[config.mk]
export PLATFORM = sky130hd
export DESIGN_NAME = hci_core_sink_strbgen
export DESIGN_NICKNAME = d
export VERILOG_FILES = /design/src/rtl/hci_package.sv /design/src/rtl/hci_core_sink_strbgen_outreg.sv /design/src/rtl/hci_core_sink_strbgen.sv
export SDC_FILE = /design/constraint.sdc
export NUM_CORES = 1
export LEC_CHECK = 0
export CAP_MARGIN = 20
export CORE_UTILIZATION = 49
export CTS_CLUSTER_SIZE = 12
export DETAILED_ROUTE_END_ITERATION = 8
export PLACE_DENSITY = 0.8
export RECOVER_POWER = 100
export SYNTH_ARGS = -nofsm -noshare
export SYNTH_HDL_FRONTEND = slang
export SYNTH_HIERARCHICAL = 1
export SYNTH_SLANG_ARGS = --single-unit
[constraint.sdc]
create_clock -name clk_i -period 2.85 [get_ports clk_i]
set_input_delay 0.855 -clock clk_i [delete_from_list [all_inputs] [get_ports clk_i]]
set_output_delay 0.855 -clock clk_i [all_outputs]
set_load 0.01 [all_outputs]
[src/rtl/hci_package.sv]
// hci_package: shared types for the HCI sink strobe generator.
package hci_package;

    typedef enum logic [1:0] {
        IDLE,
        WORK,
        DRAIN
    } hci_strbgen_state_t;

    typedef struct packed {
        logic ready_start;
        logic busy;
        logic done;
    } hci_strbgen_flags_t;

endpackage

[src/rtl/hci_core_sink_strbgen_outreg.sv]
// hci_core_sink_strbgen_outreg: one-entry valid/ready register slice holding data and strobes.
module hci_strbgen_outreg
    import hci_package::*;
#(
    parameter int DW = 64,
    parameter int SW = DW / 8
) (
    input  logic          clk_i,
    input  logic          rst_i,
    input  logic          clear_i,
    input  logic          enable_i,
    input  logic          load_i,
    input  logic [DW-1:0] data_i,
    input  logic [SW-1:0] strb_i,
    input  logic          ready_i,
    output logic          valid_o,
    output logic [DW-1:0] data_o,
    output logic [SW-1:0] strb_o
);

    always_ff @(posedge clk_i) begin
        if (rst_i || clear_i) begin
            valid_o <= 1'b0;
            data_o  <= '0;
            strb_o  <= '0;
        end else if (enable_i) begin
            if (load_i) begin
                valid_o <= 1'b1;
                data_o  <= data_i;
                strb_o  <= strb_i;
            end else if (ready_i) begin
                valid_o <= 1'b0;
            end
        end
    end

endmodule

[src/rtl/hci_core_sink_strbgen.sv]
// hci_core_sink_strbgen: turns a raw stream plus byte length into a strobed, length-bounded stream.
module hci_core_sink_strbgen
    import hci_package::*;
#(
    parameter int DATA_WIDTH = 64,
    parameter int LEN_WIDTH  = 32
) (
    input  logic                    clk_i,
    input  logic                    rst_i,
    input  logic                    clear_i,
    input  logic                    enable_i,
    input  logic                    start_i,
    input  logic [LEN_WIDTH-1:0]    len_i,
    input  logic                    in_valid_i,
    output logic                    in_ready_o,
    input  logic [DATA_WIDTH-1:0]   in_data_i,
    output logic                    out_valid_o,
    input  logic                    out_ready_i,
    output logic [DATA_WIDTH-1:0]   out_data_o,
    output logic [DATA_WIDTH/8-1:0] out_strb_o,
    output logic                    ready_start_o,
    output logic                    busy_o,
    output logic                    done_o
);

    localparam int PW = DATA_WIDTH - 32;
    localparam int PB = PW / 8;
    localparam int LB = $clog2(PB);
    localparam int TW = (LB > 0) ? LB : 1;
    localparam int RW = LEN_WIDTH - LB + 1;
    localparam int SW = DATA_WIDTH / 8;

    hci_strbgen_state_t state_q, state_d;
    hci_strbgen_flags_t flags;
    logic [RW-1:0] rem_q, rem_d, n_beats;
    logic [TW-1:0] tail_q, tail_d;
    logic          done_q, done_d;
    logic          accept, drain, last_beat;
    logic [PB-1:0] strb_pay;
    logic          unused_hi;

    // Upper alignment headroom of the input is never forwarded.
    assign unused_hi = ^in_data_i[DATA_WIDTH-1:PW];

    assign n_beats   = RW'(({1'b0, len_i} + (LEN_WIDTH+1)'(PB - 1)) >> LB);
    assign last_beat = (rem_q == RW'(1));
    assign strb_pay  = (last_beat && tail_q != '0) ? ~({PB{1'b1}} << tail_q) : {PB{1'b1}};

    assign in_ready_o = enable_i && state_q == WORK && rem_q != '0 && (!out_valid_o || out_ready_i);
    assign accept     = in_valid_i && in_ready_o;
    assign drain      = enable_i && out_valid_o && out_ready_i;

    always_comb begin
        state_d = state_q;
        rem_d   = rem_q;
        tail_d  = tail_q;
        done_d  = 1'b0;
        if (enable_i) begin
            if (state_q == IDLE && start_i) begin
                if (len_i == '0) begin
                    done_d = 1'b1;
                end else begin
                    state_d = WORK;
                    rem_d   = n_beats;
                    tail_d  = TW'(len_i & LEN_WIDTH'(PB - 1));
                end
            end
            if (accept) begin
                rem_d   = rem_q - RW'(1);
                state_d = last_beat ? DRAIN : state_q;
            end
            if (state_q == DRAIN && (drain || !out_valid_o)) begin
                state_d = IDLE;
                done_d  = drain;
            end
        end
    end

    always_ff @(posedge clk_i) begin
        if (rst_i || clear_i) begin
            state_q <= IDLE;
            rem_q   <= '0;
            tail_q  <= '0;
            done_q  <= 1'b0;
        end else begin
            state_q <= state_d;
            rem_q   <= rem_d;
            tail_q  <= tail_d;
            done_q  <= done_d;
        end
    end

    hci_strbgen_outreg #(
        .DW(DATA_WIDTH),
        .SW(SW)
    ) i_outreg (
        .clk_i   (clk_i),
        .rst_i   (rst_i),
        .clear_i (clear_i),
        .enable_i(enable_i),
        .load_i  (accept),
        .data_i  ({{(DATA_WIDTH-PW){1'b0}}, in_data_i[PW-1:0]}),
        .strb_i  ({{(SW-PB){1'b0}}, strb_pay}),
        .ready_i (out_ready_i),
        .valid_o (out_valid_o),
        .data_o  (out_data_o),
        .strb_o  (out_strb_o)
    );

    assign flags = '{ready_start: state_q == IDLE, busy: state_q != IDLE, done: done_q};
    assign ready_start_o = flags.ready_start;
    assign busy_o        = flags.busy;
    assign done_o        = flags.done;

endmodule

# == Word level (Yosys, flattened, before mapping) ==
# Cells that the tools add are included.
# word_totals
regBits,73
out_inout_bits,77
wordCells,60
# op_classes
eq_ne,6
shifts,1
mux,14
reduce_logical,27
n_bitwise,3
addsub,2
# ops
op,n
31-bit 2-to-1 mux,3
32-bit by 2-bit adder with 33-bit output (second input constant),1
32-bit logical NOT,1
31-bit by 1-bit equality test with 1-bit output (second input constant),1
31-bit nonzero test,1
31-bit by 1-bit subtractor with 31-bit output (second input constant),1
2-bit 2-to-1 mux,5
1-bit logical AND,9
2-bit nonzero test,4
3-bit AND reduction,2
1-bit 2-to-1 mux,5
4-bit 2-to-1 mux,1
4-bit NOT,1
2-bit AND reduction,2
4-bit AND reduction,1
4-bit by 2-bit << shifter with 4-bit output (first input constant),1
1-bit logical OR,3
3-bit by 1-bit inequality test with 1-bit output (second input constant),1
3-bit by 2-bit inequality test with 1-bit output (second input constant),1
3-bit nonzero test,1
2-bit by 1-bit equality test with 1-bit output (second input constant),1
2-bit equality test (second input constant),1
2-bit logical NOT,1
2-bit inequality test (second input constant),1
other kinds (3),4

# == Logic depth before layout (Yosys ltp) ==
# depth
word_depth,7
mapped_depth,11
ltp_nobuf,8

# == Modules after synthesis ==
# Netlist, hierarchy kept.
# modules_own_cells
mod,area_per_inst_um2,instances,seq_area_each_um2,cells_per_inst
hci_strbgen_outreg,3368.2,1,1461.4,333
hci_core_sink_strbgen,2705.1,1,720.7,361

# == Least setup slack after synthesis ==
# No wires, ideal clock.
# synth_path
path_type,input port to flip-flop
start,in len_i[0]
end,reg rem_q[30]
stages,6
arrival_time_ps,2527
path_slack_ps,211
cell_sequence,o211ai_1 or4_1 clkbuf_1 nor4_1 a21oi_1 a2111oi_1
# synth_between
elab_chain_cells,4
# synth_rtl
element,line,source
start: declaration,hci_core_sink_strbgen.sv:13,"input logic [LEN_WIDTH-1:0] len_i,"
32-bit by 2-bit adder with 33-bit output,hci_core_sink_strbgen.sv:45,"assign n_beats = RW'(({1'b0, len_i} + (LEN_WIDTH+1)'(PB - 1)) >> LB);"
31-bit 2-to-1 mux,hci_core_sink_strbgen.sv:60,if (len_i == '0) begin
31-bit 2-to-1 mux,hci_core_sink_strbgen.sv:59,if (state_q == IDLE && start_i) begin
31-bit 2-to-1 mux,hci_core_sink_strbgen.sv:68,if (accept) begin
end signal: assignment,hci_core_sink_strbgen.sv:87,rem_q <= rem_d;
end: declaration,hci_core_sink_strbgen.sv:35,"logic [RW-1:0] rem_q, rem_d, n_beats;"
# Several ways; a longest one is shown, not always the timed one. The select of a mux whose other input is x is not followed.
# A chain may end at the register's enable or synchronous reset.

# == Worst setup path in the final report ==
# layout_path
start,reg rem_q[8]
end,reg rem_q[29]
# layout_between
elab_chain_cells,6
# layout_rtl
element
"parallel branches: the longest is 6 deep, another holds 31-bit by 1-bit subtractor with 31-bit output"
# Parallel ways; which one is timed is not known.

==> impl_metrics.csv <==
group,metric,value,unit
logic_synthesis,synth_cell_types,61,
routing,ant_nets,0,
floorplan,fp.dieH,113.3,um
sta,rsz0062_at_grt,"no",
placement,hpwl,12750,um
critical_path,crit_cells,7,
routing,via_per_inst,5.589,
floorplan,dieArea,12840,sq um
logic_synthesis,synthTopCellsByCount,"dfxtp_1, nand3_1, a21oi_1",
clock_network,cts.root.buffer_cell,"clkbuf_16",
sta,slew_headroom,0.4453,
clock_network,cts_made_buffers,9,
logic_synthesis,synth-edff-count,0,
critical_path,worst-r2r-setup-slack,0.08,ns
job,cap_violations,0,
critical_path,critical-path-max-stage-delay,0.55,ns
cells_and_area,multiInputGateArea,3531,sq um
logic_synthesis,synth_area,6073,sq um
global_routing,grt.overflow.total,0,
floorplan,initial_core_util,0.5035,
clock_network,clk_pin_slew,0.07,ns
placement,gp_congestion,0.9172,
clock_network,clk_latency,0.35,ns
sta,tightest_slew,0.8320,ns
logic_synthesis,yosysWarnings,6,
sta,min_period,2.767,ns
critical_path,crit_arrival,3.05,ns
routing,routed-via-count,6120,
critical_path,cp-end-kind,"flip-flop",
critical_path,path_cells,"nor4_2 > clkbuf_1 > nand3_1 > or4_4 > or4_1 > mux2_1 > a21oi_2",
critical_path,crit_slowest_cell,"or4_4",
floorplan,design.core.area,12060,sq um
critical_path,critPathTopFamily,"simple AND/OR/NAND/NOR gates",
logic_synthesis,ys_top_cells_by_area,"dfxtp_1, nand3_1, a21oi_1",
logic_synthesis,synth-seq-area-share,0.3593,
placement,dpl_worst_slack,-0.3319,ns
logic_synthesis,yosys.cell_count.top_type,"dfxtp_1",
floorplan,die_w,113.3,um
sta,layout_setup_ws,0.08334,ns
global_routing,grt_max_degree,83,
global_routing,grt_pass1_vias,5885,
sta,maxSlewViolCount,0,
global_routing,grt_pass1_wl,28160,um
status,status,"finished, final reports clean",
logic_synthesis,ys_ff_latch,109,
power_and_ir_drop,power.density,401.9,nW/um^2
logic_synthesis,synthFlopType,"dfxtp_1",
cells_and_area,fillers,973,
critical_path,critPathLaunch,"rem_q[8]",
worst_hold_path,hp-class,"reg -> reg",
sta,hold_slack,0.4679,ns
routing,route.detailed.drc,0,
power_and_ir_drop,p_leak,3.330,nW
routing,drt_first_pass_iters,7,
floorplan,io_pins,180,
clock_network,cts_tree,"built",
clock_network,cts_buffer_depth,2,
sta,tns,0,ns
clock_network,hold_buffers,0,
logic_synthesis,syn-instance-count,694,
routing,totalWireLength,17370,um
worst_hold_path,holdCritStartpoint,"rem_q[30]",
logic_synthesis,synth_area_per_cell,8.751,sq um
routing,drtIter0Drc,476,
global_routing,antenna_found_initial,0,
power_and_ir_drop,ir_drop,315.7,uV
critical_path,cp_max_fo,4,
sta,max_freq,0.3614,GHz
clock_network,cts_htree_levels,3,
critical_path,r2r_cells,7,
cells_and_area,drive_above_1_share,0.1845,
cells_and_area,syn_to_final_growth,40.09,%
critical_path,cp.required,3.14,ns
logic_synthesis,postSynth.asyncResetShare,0,
critical_path,worst_r2r_startpoint,"rem_q[8]",
placement,portBuffers,147,
routing,wire_per_inst,15.87,um
critical_path,critPathCapture,"rem_q[29]",
power_and_ir_drop,power,3.420,mW
critical_path,crit_type,"reg -> reg",
critical_path,timing.rr.end,"rem_q[29]",
global_routing,grt_usage,0.2720,
floorplan,rows,40,
sta,fin_crit_sh,0.9708,
critical_path,cp.buffers_inverters,1,
sta,clock_skew,0.007371,ns
cells_and_area,register_area,2182,sq um
sta,setup_viol,0,
logic_synthesis,synth_area_leader_cell,"dfxtp_1",
sta,hold_viol,0,
clock_network,cts.sinks,109,
cells_and_area,nets,1028,
cells_and_area,diodes,0,
critical_path,critPathLaunchType,"flip-flop",
logic_synthesis,yosysTopAreaCellShare,0.3593,
-- area by class of cell --
cell class / count / area share
Tap cell: 168 / 0.02471
Multi-Input combinational cell: 548 / 0.4150
Timing Repair Buffer: 241 / 0.2606
Sequential cell: 109 / 0.2565
Inverter: 13 / 0.006029
Clock buffer: 10 / 0.02809
Clock inverter: 6 / 0.009118
-- worst min-delay path by stage --
stage           endpoint  slack, ns  cells after the start
6_report       rem_q[30]       0.47                      1
3_5_place_dp   rem_q[30]       0.45                      1
5_1_grt        rem_q[30]       0.50                      1
2_1_floorplan  rem_q[30]       0.43                      1
3_3_place_gp   rem_q[30]       0.45                      1
4_1_cts        rem_q[30]       0.47                      1
-- power by group --
group	switching [mW]	internal, mW	total (mW)
Combinational	0.289	0.260	0.549
Sequential	0.0145	1.54	1.55
Clock	0.597	0.723	1.32
-- through the flow --
stage / area [sq um] / util / instances
after floorplan: 6205 / - / 729
after global placement: 8259 / 0.6848 / 1078
after detailed placement: 8259 / 0.6848 / 1078
after CTS: 8593 / 0.7124 / 1094
after global routing: 8508 / 0.7054 / 1095
final: 8508 / 0.7054 / 1095
-- placed cells by master (no fill, tap or decap), drive strengths merged, types with 3 or more instances in the layout --
cell type        n
clkdlybuf4s50   69
ha               3
and3             4
o211ai           4
o21ai           19
and4             3
nand3           93
or2              5
a21oi          109
nand2           28
dlygate4sd3     76
xor2            15
conb            37
nand4           13
nor2            30
buf             84
o21a             4
o311ai           4
inv             16
or4              8
nor3            14
nor4            23
clkbuf          22
a2bb2oi          3
a32o             4
xnor2           16
a31oi            7
a21bo           73
o32a             3
dfxtp          109
-- cell families after synthesis --
kind of cell / Yosys count / share of synthesized area
AO/OA/AOI/OAI: 247 / 0.3123
XOR/XNOR: 31 / 0.04471
adder cells (fa/ha/maj): 3 / 0.006181
buffers and inverters: 72 / 0.07437
flip-flops: 109 / 0.3593
multiplexers: 1 / 0.001854
other: 2 / 0.001237
AND/OR/NAND/NOR: 229 / 0.2000
-- timing repair --
item                                    CTS  global route
setup buffers                             0             1
endpoints found under the hold margin     0             0
pin swaps                                 1             2
endpoints found under the setup margin    1            60
resized for setup                         7             6
-- state kept, by name, summed over array words and instances, names as in the netlist --
signal / count
state_q: 2
i_outreg/data_o: 64
i_outreg/strb_o: 8
tail_q: 2
done_o: 1
rem_q: 31
i_outreg/valid_o: 1
-- per-layer routing --
layer | up-vias | part of all wire | global-route usage | routed length [um]
li1 | 2986 | - | - | -
met4 | 0 | 0.029 | 0.1070 | 505
met3 | 40 | 0.052 | 0.03642 | 903
met5 | - | 0 | 0 | 0
met1 | 2881 | 0.42 | 0.3318 | 7365
met2 | 213 | 0.49 | 0.4838 | 8600
No activity file was read; power rests on OpenSTA's default activity.
